**config.mk**
```make
export PLATFORM = sky130hd
export DESIGN_NAME = reg_file_sb
export DESIGN_NICKNAME = d
export VERILOG_FILES = /design/src/rtl/reg_file_sb.sv
export SDC_FILE = /design/constraint.sdc
export NUM_CORES = 2
export LEC_CHECK = 0
export BUFFER_PORTS_ARGS = -buffer_cell sky130_fd_sc_hd__buf_2
export CELL_PAD_IN_SITES_DETAIL_PLACEMENT = 0
export CELL_PAD_IN_SITES_GLOBAL_PLACEMENT = 1
export CORE_MARGIN = 5
export CORE_UTILIZATION = 50
export CTS_BUF_LIST = sky130_fd_sc_hd__clkbuf_4 sky130_fd_sc_hd__clkbuf_8
export CTS_CLUSTER_SIZE = 40
export DETAILED_ROUTE_END_ITERATION = 8
export PLACE_DENSITY = 0.8
export SLEW_MARGIN = 20
export SYNTH_ARGS = -nofsm -noshare
export SYNTH_HDL_FRONTEND = slang
export SYNTH_SLANG_ARGS = --single-unit
```
**constraint.sdc**
```tcl
create_clock -name clk -period 59.9 [get_ports clk]
set_input_delay 5.99 -clock clk [delete_from_list [all_inputs] [get_ports clk]]
set_output_delay 5.99 -clock clk [all_outputs]
set_load 0.005 [all_outputs]
```
**src/rtl/reg_file_sb.sv**
```systemverilog
// reg_file_sb: parametrised register file with N combinational read ports, one
// write port, write-to-read bypass and a per-register busy scoreboard.
// Optional feature: define REG_ZERO_EN to hardwire register 0 to zero
// (reads 0, never busy, writes ignored, issue to r0 always ready).
module reg_file_sb #(
    parameter int ADDR_WIDTH    = 5,
    parameter int DATA_WIDTH    = 32,
    parameter int REG_FILE_SIZE = 32,
    parameter int NUM_RD_PORTS  = 2
) (
    input  logic                               clk,
    input  logic                               rst,
    input  logic [NUM_RD_PORTS*ADDR_WIDTH-1:0] rd_addr,
    output logic [NUM_RD_PORTS*DATA_WIDTH-1:0] rd_data,
    output logic [NUM_RD_PORTS-1:0]            rd_busy,
    input  logic                               wr_en,
    input  logic [ADDR_WIDTH-1:0]              wr_addr,
    input  logic [DATA_WIDTH-1:0]              wr_data,
    input  logic                               iss_en,
    input  logic [ADDR_WIDTH-1:0]              iss_addr,
    output logic                               iss_ready,
    output logic [$clog2(REG_FILE_SIZE+1)-1:0] busy_count
);

    // Index width actually needed to address the array; upper address bits
    // only matter for the range check.
    localparam int IW = (REG_FILE_SIZE > 1) ? $clog2(REG_FILE_SIZE) : 1;
    localparam int CW = $clog2(REG_FILE_SIZE+1);

`ifdef REG_ZERO_EN
    localparam bit ZERO_EN = 1'b1;
`else
    localparam bit ZERO_EN = 1'b0;
`endif

    logic [DATA_WIDTH-1:0]    regs_q [REG_FILE_SIZE];
    logic [REG_FILE_SIZE-1:0] busy_q, busy_d;
    logic [CW-1:0]            cnt_q, cnt_d;

    function automatic logic in_rng(input logic [ADDR_WIDTH-1:0] a);
        return 32'(a) < 32'(REG_FILE_SIZE);
    endfunction

    function automatic logic is_z(input logic [ADDR_WIDTH-1:0] a);
        return ZERO_EN && (a == '0);
    endfunction

    logic          wr_hit, iss_set, iss_clr;
    logic [IW-1:0] wi, ii;

    assign wi     = wr_addr[IW-1:0];
    assign ii     = iss_addr[IW-1:0];
    // A write that actually lands in the array (in range, not the zero register).
    assign wr_hit = wr_en && in_rng(wr_addr) && !is_z(wr_addr);

    // Read ports: out of range -> 0, same-cycle write -> bypass, else array.
    for (genvar p = 0; p < NUM_RD_PORTS; p++) begin : g_rd
        logic [ADDR_WIDTH-1:0] ra;
        logic [DATA_WIDTH-1:0] pdata;
        logic                  pbusy;

        assign ra = rd_addr[p*ADDR_WIDTH +: ADDR_WIDTH];

        // Per-port operand select with bypass and busy lookup.
        always_comb begin
            pdata = '0;
            pbusy = 1'b0;
            if (in_rng(ra) && !is_z(ra)) begin
                if (wr_en && (wr_addr == ra)) begin
                    pdata = wr_data;
                end else begin
                    pdata = regs_q[ra[IW-1:0]];
                    pbusy = busy_q[ra[IW-1:0]];
                end
            end
        end

        assign rd_data[p*DATA_WIDTH +: DATA_WIDTH] = pdata;
        assign rd_busy[p]                          = pbusy;
    end

    // Issue acceptance: destination free, or being freed by this cycle's write.
    always_comb begin
        iss_ready = 1'b0;
        if (in_rng(iss_addr)) begin
            if (is_z(iss_addr)) iss_ready = 1'b1;
            else                iss_ready = !busy_q[ii] || (wr_en && (wr_addr == iss_addr));
        end
    end

    assign iss_set = iss_en && iss_ready && !is_z(iss_addr);
    assign iss_clr = wr_hit && busy_q[wi];

    // Scoreboard next state: write clears, accepted issue sets (set wins on a tie).
    always_comb begin
        busy_d = busy_q;
        if (wr_hit)  busy_d[wi] = 1'b0;
        if (iss_set) busy_d[ii] = 1'b1;
    end

    // Busy counter tracks set/clear events; a same-register set+clear nets to zero.
    always_comb begin
        cnt_d = cnt_q;
        if (iss_set && !iss_clr && (cnt_q != CW'(REG_FILE_SIZE))) cnt_d = cnt_q + 1'b1;
        else if (!iss_set && iss_clr && (cnt_q != '0))             cnt_d = cnt_q - 1'b1;
    end

    // State registers; reset wipes data and drops every in-flight write.
    always_ff @(posedge clk or posedge rst) begin
        if (rst) begin
            for (int i = 0; i < REG_FILE_SIZE; i++) regs_q[i] <= '0;
            busy_q <= '0;
            cnt_q  <= '0;
        end else begin
            if (wr_hit) regs_q[wi] <= wr_data;
            busy_q <= busy_d;
            cnt_q  <= cnt_d;
        end
    end

    assign busy_count = cnt_q;

endmodule

```
==> flow_summary.ini <==
[sta]
rsz0062_at_grt = false
worst_pin_slew_ns = 1.12
relSlewSlack = 0.247
setup_ws_ns = 43.08
fin_crit_sh = 0.281
period_minus_slack_ns = 16.82
drv_slew = 0
finalSetupViolCount = 0
fmax_ghz = 0.0595
final.setup_skew_ns = 0.0194
tns_ns = 0
hold_viol = 0

[clock_tree]
cts.sinks = 1062
ctsHoldBuffers = 0
post_cts_buffers = 0
htreeDepth = 4
clockRootBuffer = clkbuf_8
numCtsBuffers = 180
clk_path_buf_depth = 3
insertion_delay_ns = 0.87
cts_resized = 0
cts.clk_slew.worst_paths_ns = 0.06
cts_tree = done

[synthesis]
synthArstFlopShare = 1.00
avgSynthCellArea_sq_um = 15.9
synthTopCellsByArea = dfrtp_1, mux4_2, mux2_2
yosys_warnings = 0
ys_types = 54
synth_flop_cell = dfrtp_1
synth.ff_latch_count = 1062
post-synth-top-count-cell = dfrtp_1
synth_top_area_frac = 0.459
ys_seq_area_frac = 0.459
synth_largest_area_cell = dfrtp_1
syn_area_sq_um = 58000
syn_inst = 3635
synth_edf_count = 0
syn_nets = 3696
synthTopCellsByCount = dfrtp_1, mux2_2, mux4_2

[place]
dp_hpwl_mm = 87.0
gp_congestion = 0.815
place_ws_ns = 42.98
port_buffers = 128

[pwr]
internal_power_w = 0.00157
ir_worst_vdd_mv = 0.0186
p_seq_frac = 0.446
switching_power_w = 0.000598
p_per_area_nw_per_um2 = 34.0
totalPowerFinal_w = 0.00217
clockPowerShare = 0.333
p_leak_nw = 27.3
swShare = 0.276
comb_power_share = 0.221

[finish]
layout.nets = 3661
num-fill-cells = 9021
areaGrowthSynthToFinish_pct = 9.84
drive_above_1_share = 0.597

[worst_setup_path]
crit_path_end_kind = output pin
cp_slowest_cell = buf_4
critPathRequiredTime_ns = 53.91
reg2reg_depth = 15
slowest_delay_ns = 0.79
r2r_setup_slack_ns = 55.71
timing.rr.end = busy_count[5]
worstPathBufferInverterCount = 5
critPathMaxFanout = 92
cp_data_arrival_time_ns = 10.83
critPathTopFamily = buffers and inverters
crit_type = input pin to output pin
cp_cell_sequence = buf_8, buf_12, buf_4, buf_4, mux4_2, mux4_2, mux2i_1, o21ai_0, buf_2
reg2reg_from = busy_q[10]
start_kind = input pin

[detailed_routing]
drt_iter0_drc = 3270
ant_nets = 0
avgRoutedWirePerCell_um = 31.8
wl_mm = 168
num_vias = 35300
first_pass_iters = 5
avgViaCountPerCell = 6.69
drc = 0

[hold_path]
hold_path_depth = 1
min_to = regs_q[568]
hold_start = regs_q[568]
hold_class = flop to flop

[grt]
grt_max_degree = 141
grt_usage = 0.278
antenna_found_initial = 11
overflow = 0
grt_pass1_vias = 37100
grt_pass1_wl_mm = 251

[floorplan]
dieArea_sq_um = 123000
io_pins = 129
dieWidth_um = 350
core_area_sq_um = 116000
die_h_um = 350
core.rowCount = 125
initial_core_util = 0.501

[flow_run]
drv_cap = 0

[status]
status = completed
[per-stage QoR]
stage          instances  hold WS (ns)  utilization  instance area, sq um
2_1_floorplan       3635         0.470            -                 58000
4_1_cts             5263         0.505        0.550                 63600
6_report            5277         0.502        0.551                 63700
5_1_grt             5274         0.521        0.551                 63600
3_5_place_dp        4942         0.491        0.516                 59600
3_3_place_gp        4942         0.481        0.516                 59600
[cell type report]
| type | count | area [sq um] | area share |
|---|---|---|---|
| multi-input combinational | 2159 | 29900 | 0.470 |
| sequential | 1062 | 26600 | 0.417 |
| clock buffer | 286 | 3620 | 0.0569 |
| tap | 1524 | 1910 | 0.0300 |
| timing repair buffer | 185 | 1170 | 0.0184 |
| clock inverter | 35 | 395 | 0.00621 |
| inverter | 12 | 52.6 | 0.000826 |
| antenna | 14 | 35.0 | 0.000550 |
[layout by cell type (no fill, tap or decap), types with 12 or more instances in the layout]
| cell | synthesis | layout |
|---|---|---|
| buf_2 | 108 | 118 |
| mux2_2 | 1008 | 1008 |
| clkbuf_4 | 0 | 50 |
| dfrtp_1 | 1062 | 1062 |
| xnor2_1 | 15 | 15 |
| clkinv_2 | 0 | 15 |
| mux2_1 | 31 | 31 |
| o21ai_0 | 84 | 84 |
| nand3_1 | 25 | 25 |
| diode_2 | 0 | 14 |
| a32o_1 | 12 | 12 |
| nand2_4 | 0 | 16 |
| nand2_1 | 101 | 85 |
| clkbuf_8 | 0 | 236 |
| buf_4 | 11 | 57 |
| nor2_4 | 0 | 16 |
| mux2i_1 | 91 | 91 |
| mux4_2 | 660 | 660 |
[sequential cells by signal (all words and copies together), names as in the netlist]
name / flops
regs_q: 1024
busy_q: 32
busy_count: 6
[metal layers]
metal	vias up	part of all wire	GRT usage
met5	-	0.0014	0.0141
met2	1278	0.50	0.458
met4	2	0.031	0.0893
li1	14200	-	-
met3	307	0.064	0.0528
met1	19500	0.41	0.376
[power by group through the flow]
| stage | Sequential, W | Clock, W | Combinational (W) |
|---|---|---|---|
| after floorplan | 0.000942 | 0 | 0.000381 |
| after global placement | 0.000964 | 0 | 0.000468 |
| after detailed placement | 0.000973 | 0 | 0.000479 |
| after CTS | 0.000962 | 0.000730 | 0.000480 |
| after global routing | 0.000983 | 0.000764 | 0.000514 |
| final | 0.000966 | 0.000720 | 0.000478 |
[kinds of logic (layout without fill, tap and decap cells)]
family          Yosys count  in the layout  synth area share
xor+xnor                 20             20           0.00302
fa+ha+maj                 5              5           0.00121
other cells               0             14                 0
buf+inv                 414            518            0.0301
simple gates            199            199            0.0166
compound gates          140            140            0.0151
flops                  1062           1062             0.459
mux                    1795           1795             0.475
[how the worst max path moves through the flow]
| stage | startpoint | to | depth (start not counted) | slack (ns) |
|---|---|---|---|---|
| 2_1_floorplan | rst | busy_count[0] | 1 | 24.02 |
| 3_3_place_gp | rd_addr[0] | rd_data[0] | 9 | 43.00 |
| 3_5_place_dp | rd_addr[0] | rd_data[0] | 9 | 42.98 |
| 4_1_cts | rd_addr[0] | rd_data[0] | 9 | 42.99 |
| 5_1_grt | rd_addr[0] | rd_data[0] | 9 | 42.74 |
| 6_report | rd_addr[0] | rd_data[0] | 9 | 43.08 |
(Power assumes the default switching activity.)
